===== src/rtl/sin_pwm_gen.sv =====
// sin_pwm_gen: sine-modulated PWM generator.
// A phase accumulator addresses a 16-entry quarter-wave sine ROM. The resulting
// 8-bit sample becomes the duty cycle of a 256-cycle PWM period. Duty, FTW loads
// and start/stop all take effect only on period boundaries, so the output never
// glitches mid-period.
//
// FTW handshake: ftw_load is a single-cycle request that carries ftw. The value
// waits in ftw_pend until the next period boundary or run entry. A later load
// overwrites an earlier one that is still waiting. ftw_ack pulses for one cycle
// when the value becomes active.
//
// Optional build macro SIN_PWM_COMPL_EN adds a complementary output, pwm_out_n.
// After every edge of the raw comparison, DEAD cycles with both outputs low are
// inserted.
`timescale 1ns/1ps

module sin_pwm_gen #(
    parameter int PHASE_BITS = 12,
    parameter int DEAD       = 2
) (
    input  logic                  rst,
    input  logic                  pwm_clk,
    input  logic                  en,
    input  logic [PHASE_BITS-1:0] ftw,
    input  logic                  ftw_load,
    output logic                  ftw_ack,
    output logic                  pwm_out,
`ifdef SIN_PWM_COMPL_EN
    output logic                  pwm_out_n,
`endif
    output logic [7:0]            sample,
    output logic                  period_start,
    output logic                  busy
);

    typedef enum logic [1:0] {
        IDLE = 2'd0,
        RUN  = 2'd1,
        STOP = 2'd2
    } state_t;

    state_t                state_q;
    state_t                state_d;

    logic [PHASE_BITS-1:0] phase;
    logic [PHASE_BITS-1:0] ftw_act;
    logic [PHASE_BITS-1:0] ftw_pend;
    logic                  pend_flag;
    logic [7:0]            cnt;
    logic [7:0]            duty;

    logic                  active;
    logic                  boundary;
    logic                  start;
    logic                  apply;
    logic                  raw_d;

    logic [1:0]            quad;
    logic [3:0]            idx;
    logic [3:0]            rom_addr;
    logic [6:0]            rom_val;
    logic [7:0]            sample_nxt;

    // The top 6 phase bits are needed to address the ROM. A negative dead time is meaningless.
    if (PHASE_BITS < 6 || DEAD < 0 || DEAD > 254) begin : g_param_guard
        $error("sin_pwm_gen: PHASE_BITS must be >= 6 and DEAD in 0..254");
    end

    // Quarter-wave sine magnitudes. Quadrant folding happens outside the table.
    function automatic logic [6:0] rom_q(input logic [3:0] i);
        case (i)
            4'd0:    rom_q = 7'd6;
            4'd1:    rom_q = 7'd19;
            4'd2:    rom_q = 7'd31;
            4'd3:    rom_q = 7'd43;
            4'd4:    rom_q = 7'd54;
            4'd5:    rom_q = 7'd65;
            4'd6:    rom_q = 7'd76;
            4'd7:    rom_q = 7'd85;
            4'd8:    rom_q = 7'd94;
            4'd9:    rom_q = 7'd102;
            4'd10:   rom_q = 7'd109;
            4'd11:   rom_q = 7'd115;
            4'd12:   rom_q = 7'd120;
            4'd13:   rom_q = 7'd123;
            4'd14:   rom_q = 7'd126;
            4'd15:   rom_q = 7'd127;
            default: rom_q = 7'd0;
        endcase
    endfunction

    // The PWM keeps running in STOP, so both RUN and STOP count as active.
    assign active = (state_q != IDLE);

    // A STOP that is re-armed on its last cycle must roll over exactly like RUN.
    assign boundary = (cnt == 8'd255) && ((state_q == RUN) || ((state_q == STOP) && en));
    assign start    = (state_q == IDLE) && en;
    assign apply    = boundary || start;
    assign raw_d    = active && (cnt < duty);
    assign busy     = active;

    // Fold the phase into a quadrant and an index, then add the signed magnitude to midscale.
    always_comb begin
        quad       = phase[PHASE_BITS-1:PHASE_BITS-2];
        idx        = phase[PHASE_BITS-3:PHASE_BITS-6];
        rom_addr   = quad[0] ? (4'd15 - idx) : idx;
        rom_val    = rom_q(rom_addr);
        sample_nxt = quad[1] ? (8'd128 - {1'b0, rom_val}) : (8'd128 + {1'b0, rom_val});
    end

    // FSM state register.
    always_ff @(posedge pwm_clk or negedge rst) begin
        if (!rst) begin
            state_q <= IDLE;
        end else begin
            state_q <= state_d;
        end
    end

    // FSM next state. STOP lets the current period finish before it returns to IDLE.
    always_comb begin
        state_d = state_q;
        case (state_q)
            IDLE: if (en) state_d = RUN;
            RUN:  if (!en) state_d = STOP;
            STOP: begin
                if (en) begin
                    state_d = RUN;
                end else if (cnt == 8'd255) begin
                    state_d = IDLE;
                end
            end
            default: state_d = IDLE;
        endcase
    end

    // Datapath: the sample is refreshed every cycle. Duty and phase move only at boundaries.
    always_ff @(posedge pwm_clk or negedge rst) begin
        if (!rst) begin
            phase        <= '0;
            cnt          <= 8'd0;
            duty         <= 8'd0;
            sample       <= 8'd128;
            period_start <= 1'b0;
        end else begin
            sample       <= sample_nxt;
            cnt          <= active ? (cnt + 8'd1) : 8'd0;
            period_start <= apply;
            if (apply) begin
                duty <= sample;
            end
            if (boundary) begin
                phase <= phase + ftw_act;
            end
        end
    end

    // FTW handshake. A load on the apply cycle bypasses ftw_pend and goes straight into ftw_act.
    always_ff @(posedge pwm_clk or negedge rst) begin
        if (!rst) begin
            ftw_act   <= '0;
            ftw_pend  <= '0;
            pend_flag <= 1'b0;
            ftw_ack   <= 1'b0;
        end else begin
            ftw_ack <= 1'b0;
            if (apply) begin
                if (ftw_load) begin
                    ftw_act <= ftw;
                end else if (pend_flag) begin
                    ftw_act <= ftw_pend;
                end
                ftw_ack   <= ftw_load | pend_flag;
                pend_flag <= 1'b0;
            end else if (ftw_load) begin
                ftw_pend  <= ftw;
                pend_flag <= 1'b1;
            end
        end
    end

`ifdef SIN_PWM_COMPL_EN
    localparam logic [7:0] DEAD_C = 8'(DEAD);

    logic       pwm_raw;
    logic [7:0] run_q;
    logic [7:0] run_nxt;

    // run_nxt counts how long the raw comparison has held its value. It saturates so it cannot wrap.
    always_comb begin
        if (raw_d != pwm_raw) begin
            run_nxt = 8'd0;
        end else if (run_q == 8'hFF) begin
            run_nxt = run_q;
        end else begin
            run_nxt = run_q + 8'd1;
        end
    end

    // An output rises only after the raw level has been stable for DEAD cycles.
    always_ff @(posedge pwm_clk or negedge rst) begin
        if (!rst) begin
            pwm_raw   <= 1'b0;
            run_q     <= 8'd0;
            pwm_out   <= 1'b0;
            pwm_out_n <= 1'b0;
        end else begin
            pwm_raw   <= raw_d;
            run_q     <= run_nxt;
            pwm_out   <= raw_d && (run_nxt >= DEAD_C);
            pwm_out_n <= active && !raw_d && (run_nxt >= DEAD_C);
        end
    end
`else
    // Registered raw comparison. It is forced low in IDLE through raw_d.
    always_ff @(posedge pwm_clk or negedge rst) begin
        if (!rst) begin
            pwm_out <= 1'b0;
        end else begin
            pwm_out <= raw_d;
        end
    end
`endif

endmodule


===== config.mk =====
export PLATFORM = sky130hd
export DESIGN_NAME = sin_pwm_gen
export DESIGN_NICKNAME = d
export VERILOG_FILES = /design/src/rtl/sin_pwm_gen.sv
export SDC_FILE = /design/constraint.sdc
export NUM_CORES = 1
export LEC_CHECK = 0
export CAP_MARGIN = 0
export CELL_PAD_IN_SITES_DETAIL_PLACEMENT = 1
export CELL_PAD_IN_SITES_GLOBAL_PLACEMENT = 1
export CORE_MARGIN = 4
export CORE_UTILIZATION = 50
export DETAILED_ROUTE_END_ITERATION = 10
export HOLD_SLACK_MARGIN = 0.06
export MAX_ROUTING_LAYER = met4
export PLACE_DENSITY_LB_ADDON = 0.12
export SKIP_LAST_GASP = 1
export SYNTH_ARGS = -nofsm -noshare
export SYNTH_HDL_FRONTEND = slang
export SYNTH_SLANG_ARGS = --single-unit

===== constraint.sdc =====
create_clock -name pwm_clk -period 7.1 [get_ports pwm_clk]
set_clock_uncertainty 0.1 [all_clocks]
set_input_delay 1.065 -clock pwm_clk [delete_from_list [all_inputs] [get_ports pwm_clk]]
set_output_delay 1.065 -clock pwm_clk [all_outputs]
set_load 0.1 [all_outputs]

# == Word-level counts from Yosys, hierarchy flattened ==
# Memory sizes are Yosys's and may differ from the RTL's.
# Cells that the tools add are included.
# totals
reg_bits,66
romBits,112
mem_count,1
output_inout_bits,12
elab_cells,52
inputBits,16
# mem_list
name,depth,width,read_ports,rd_ports_with_merged_regs,wr,line,rtl
(name not given),16,7,1,0,0,71,case (i)
# classes
bitwise,2
n_eq_ne,6
order_cmp,1
add_sub_neg,5
muxes,13
n_reduce_logical,13
# ops
op,n
$mux 12,2
$mux 8,2
$add 12x12->12,1
$add 8x1->8 const B,1
$add 8x7->8 const A,1
$eq 8x8->1 const B,1
$lt 8x8->1,1
$mux 2,4
$sub 8x7->8 const A,1
$pmux 2 s3,1
$reduce_bool 2->1,3
$logic_and 1x1->1,4
$mux 4,1
$ne 2x2->1 const B,2
$reduce_and 2->1,2
$sub 4x4->4 const A,1
$mux 1,3
$ne 3x3->1 const B,1
$reduce_and 3->1,1
$eq 2x1->1 const B,1
$eq 2x2->1 const B,1
$logic_not 2->1,1
$logic_or 1x1->1,2
$not 1->1,1
$or 1x1->1,1

# == Logic depth before layout (Yosys ltp) ==
# depth
ltp_word,7
mapped_depth,11
mapped_depth_nobuf,10

# == Worst setup path after synthesis ==
# OpenSTA, ideal clock, no wires.
# synth_timing
path_kind,register to output
startpoint,reg state_q[0]
endpoint,out busy
arrival_time_ns,1.265
path_slack_ns,4.670
path_stages_with_launch,3
n_path_buf,0
required_time_ns,5.935
path_cell_list,dfrtp_1 -> nor2_1 -> inv_1
# synth_via
elab_chain_cells,1
# synth_rtl
element,line,rtl
"start, declared",42,state_t state_q;
"start signal, assigned",116,state_q <= state_d;
$reduce_bool 2->1,93,assign active = (state_q != IDLE);
"end, declared",33,output logic busy
# Every way passes these cells.

# == Final worst setup path ==
# Ends and elaborated chain as after synthesis.

==> qor_table.md <==
| Quantity | Value |
|:---|:---|
| Fraction of power spent switching nets | 29.4% |
| Fraction of layout instances using a drive strength above 1 | 17.7% |
| Cell at the root of the clock tree | sky130_fd_sc_hd__clkbuf_8 |
| End of the worst register-to-register path | ftw_pend[8] |
| Sum of met2 wire segment lengths after detailed routing | 4220 microns |
| Number of input and output port buffers inserted | 27 |
| Worst path depth | 3 |
| Xor and xnor fraction of the mapped netlist area | 5.17% |
| Worst-Margin Slew | 1.05 ns |
| Final instance area | 4240 sq um |
| Max rail drop VDD | 0.0959 mV |
| Register Area | 1650 sq um |
| Cts bufs inserted | 9 |
| Via count of the routed design | 2609 |
| Post-synth top area cell | sky130_fd_sc_hd__dfrtp_1 |
| Last element of the critical path | busy |
| Most frequent cells after synthesis | sky130_fd_sc_hd__dfrtp_1, sky130_fd_sc_hd__mux2_2, sky130_fd_sc_hd__nor2_1 |
| Origin of the worst setup path | state_q[0] |
| Antenna Cells | 0 |
| Clock Pin Slew Worst Setup and Hold Paths | 0.08 ns |
| Critical path cell sequence | nor2_1, inv_1, clkdlybuf4s50_1 |
| Yosys cell types | 47 |
| Post-layout min period | 3.54 ns |
| Post-synthesis mux area share | 15.5% |
| Pint | 0.653 mW |
| Post-synthesis compound-gate area fraction | 10.3% |
| Power density of the placed cells | 218 nW/um^2 |
| Latest clock arrival within the worst-skew pair | 0.35 ns |
| Req. time, crit path | 5.93 ns |
| Area of placed instances | 4050 sq um |
| Width of the chip | 94.3 microns |
| DRC violation total after the first TritonRoute iteration | 92 |
| Final setup violation count | 0 |
| Final Slew Violations | 0 |
| YS warnings | 0 |
| Weighted congestion reported at the end of routability-driven placement | 0.812 |
| Post-synth EDFFs | 0 |
| Period Utilization, post-route | 49.9% |
| Buf+Inv Stages, Crit Path | 2 |
| Area occupied by multi-input gates | 1920 sq um |
| Hold path cells | 1 |
| Wire length of the first global-routing pass | 14300 microns |
| Antenna violations before repair | 0 |
| CTS hold repair buffers | 0 |
| Clock H-tree levels | 3 |
| Max-cap check violation count | 0 |
| Number of buffers on the longest clock path | 2 |
| CP endpoint kind | output port |
| Total I/O pin count | 28 |
| Part of the Yosys area used for sequential elements | 44.4% |
| Die Outline Area | 8890 sq um |
| Post-detailed-route via-to-cell ratio | 5.47 |
| Main combinational cell family by area after synthesis | multiplexers |
| Net count after synthesis | 389 |
| P&R area growth vs syn | 13.9% |
| Adder-cell share of the synthesized area | 9.27% |
| Chip height | 94.3 microns |
| Part of the power in the clock network | 34.0% |
| Core footprint | 7250 sq um |
| Part of the total power dissipated in sequential elements | 48.0% |
| Kind of launch point of the worst setup path | flop |
| Critical path data arrival time | 2.37 ns |
| Residual overflow from global routing | 0 |
| Area share of and/or/nand/nor cells after synthesis | 11.3% |
| Async set or reset register ratio after synthesis | 100% |
| Synth Area per Inst | 10.8 sq um |
| Final-report hold violation count | 0 |
| Final sum of negative setup slack | 0 ns |
| Final ANT Viol Nets | 0 |
| Routed length per placed instance | 17.4 microns |
| Clock Sinks | 66 |
| Cell with the biggest individual delay on the critical path | sky130_fd_sc_hd__clkdlybuf4s50_1 |
| Worst path max stage delay | 0.98 ns |
| Router iterations before antenna repair | 4 |
| Vias in the first global route | 2808 |
| Top flip-flop cell by instance count after synthesis | sky130_fd_sc_hd__dfrtp_1 |
| Peak clock frequency supported by timing | 282 MHz |
| Hold crit path type | reg2reg |
| Mapped Cells | 346 |
| Post-detail-place hpwl | 6140 microns |
| Launch instance of the worst register-to-register path | cnt[0] |
| Unrepaired setup endpoints after global routing | false |
| Number of nets in the final layout | 416 |
| Largest delay share family, worst path | buffers and inverters |
| Worst setup path category | reg2out |
| Fraction of power consumed by combinational cells | 18.0% |
| Portion of synthesized cell area occupied by the leading cell type | 43.7% |
| Status | completed |
| Top layer reached by signal wires | met4 |
| Routed WL | 8300 microns |
| Filler Cell Count | 812 |
| P_sw | 0.272 mW |
| Total design power | 0.925 mW |
| Leading cell types by total area after synthesis | sky130_fd_sc_hd__dfrtp_1, sky130_fd_sc_hd__mux2_2, sky130_fd_sc_hd__ha_1 |
| Effective utilization at floorplan | 51.4% |
| Count of state elements after synthesis | 66 |
| Flop2flop setup slack | 3.95 ns |
| Global-route total usage across every layer | 21.5% |
| Largest net degree at the start of global routing | 67 |
| Met1 WL | 3750 microns |
| Crit path max fanout | 10 |
| CTS tree | built |
| Most common cell in the netlist | sky130_fd_sc_hd__dfrtp_1 |
| Number of standard-cell rows in the floorplan | 31 |
| Combined area of all synthesized cells | 3720 sq um |
| Slew Limit Headroom | 30.0% |
| Number of cells on the worst reg-to-reg path | 7 |
| LEAKAGE | 1.89 nW |
| Metal3 WL | 231 microns |
| Setup Buffers After CTS | 0 |
| Post-cts repair resize count | 0 |
| Residual DRC | 0 |
cells in the final DEF (no fill, tap or decap), drive strengths merged, types with 5 or more instances in the layout:
cell type	netlist	layout
dfrtp	65	65
mux2	43	43
nor2	28	28
ha	26	26
clkdlybuf4s50	0	26
inv	22	23
nand2	18	18
a21oi	17	17
o21ai	16	16
xnor2	11	11
xor2	11	11
clkbuf	4	9
nor2b	8	8
mux2i	7	7
nand3	7	7
nor3	5	5
a21o	5	5
final cells by class:
| cell class | count | area share (%) |
|---|---|---|
| Clock buffer | 9 | 2.92 |
| Clock inverter | 7 | 1.62 |
| Inverter | 22 | 1.95 |
| Multi-Input combinational cell | 246 | 45.2 |
| Sequential cell | 66 | 39.0 |
| Tap cell | 99 | 2.92 |
| Timing Repair Buffer | 28 | 6.43 |
logic make-up after synthesis:
logic type	Yosys count
simple gates	84
flops	66
compound gates	62
mux	51
buf+inv	34
fa+ha+maj	27
xor+xnor	22
worst register-to-register path: cells and delay by family (launching register included):
kind / cells / cell delay, ns
DFF: 1 / 0.43
AOI/OAI and AO/OA: 1 / 0.82
and+or+nand+nor: 4 / 1.05
muxes: 1 / 0.41
adders and majority gates: 1 / 0.25
metrics by stage:
stage               setup slack (ns)  std cells  hold WS [ns]  util [%]
global route                    3.41        477         0.426      58.5
detailed placement              3.33        461         0.383      55.8
CTS                             3.52        477         0.411      58.5
floorplan                       4.67        346         0.356         -
finish                          3.56        477         0.403      58.5
global placement                3.40        461         0.371      55.8
flip-flops by register name (all words and copies together) (netlist names), 2 cells and up:
register  count
phase        12
cnt           8
sample        8
ftw_act      12
ftw_pend     12
duty          8
state_q       2
power by group through the flow:
stage / combinational, mW / sequential (mW) / clock, mW
3_5_place_dp: 0.169 / 0.450 / 0
3_3_place_gp: 0.158 / 0.448 / 0
6_report: 0.167 / 0.444 / 0.314
2_1_floorplan: 0.111 / 0.449 / 0
5_1_grt: 0.187 / 0.448 / 0.342
4_1_cts: 0.169 / 0.444 / 0.324
worst min-delay path by stage:
stage | from | endpoint
global placement | phase[4] | phase[4]
floorplan | pend_flag | pend_flag
finish | sample[3] | duty[3]
detailed placement | pend_flag | pend_flag
global route | pend_flag | pend_flag
CTS | pend_flag | pend_flag
layer usage:
layer  vias up  GRT usage [%]
li1       1261              -
met1      1316           26.4
met2        23           35.5
met3         9           6.01
met4         0           4.57
met5         -              -
(Power assumes the default switching activity.)
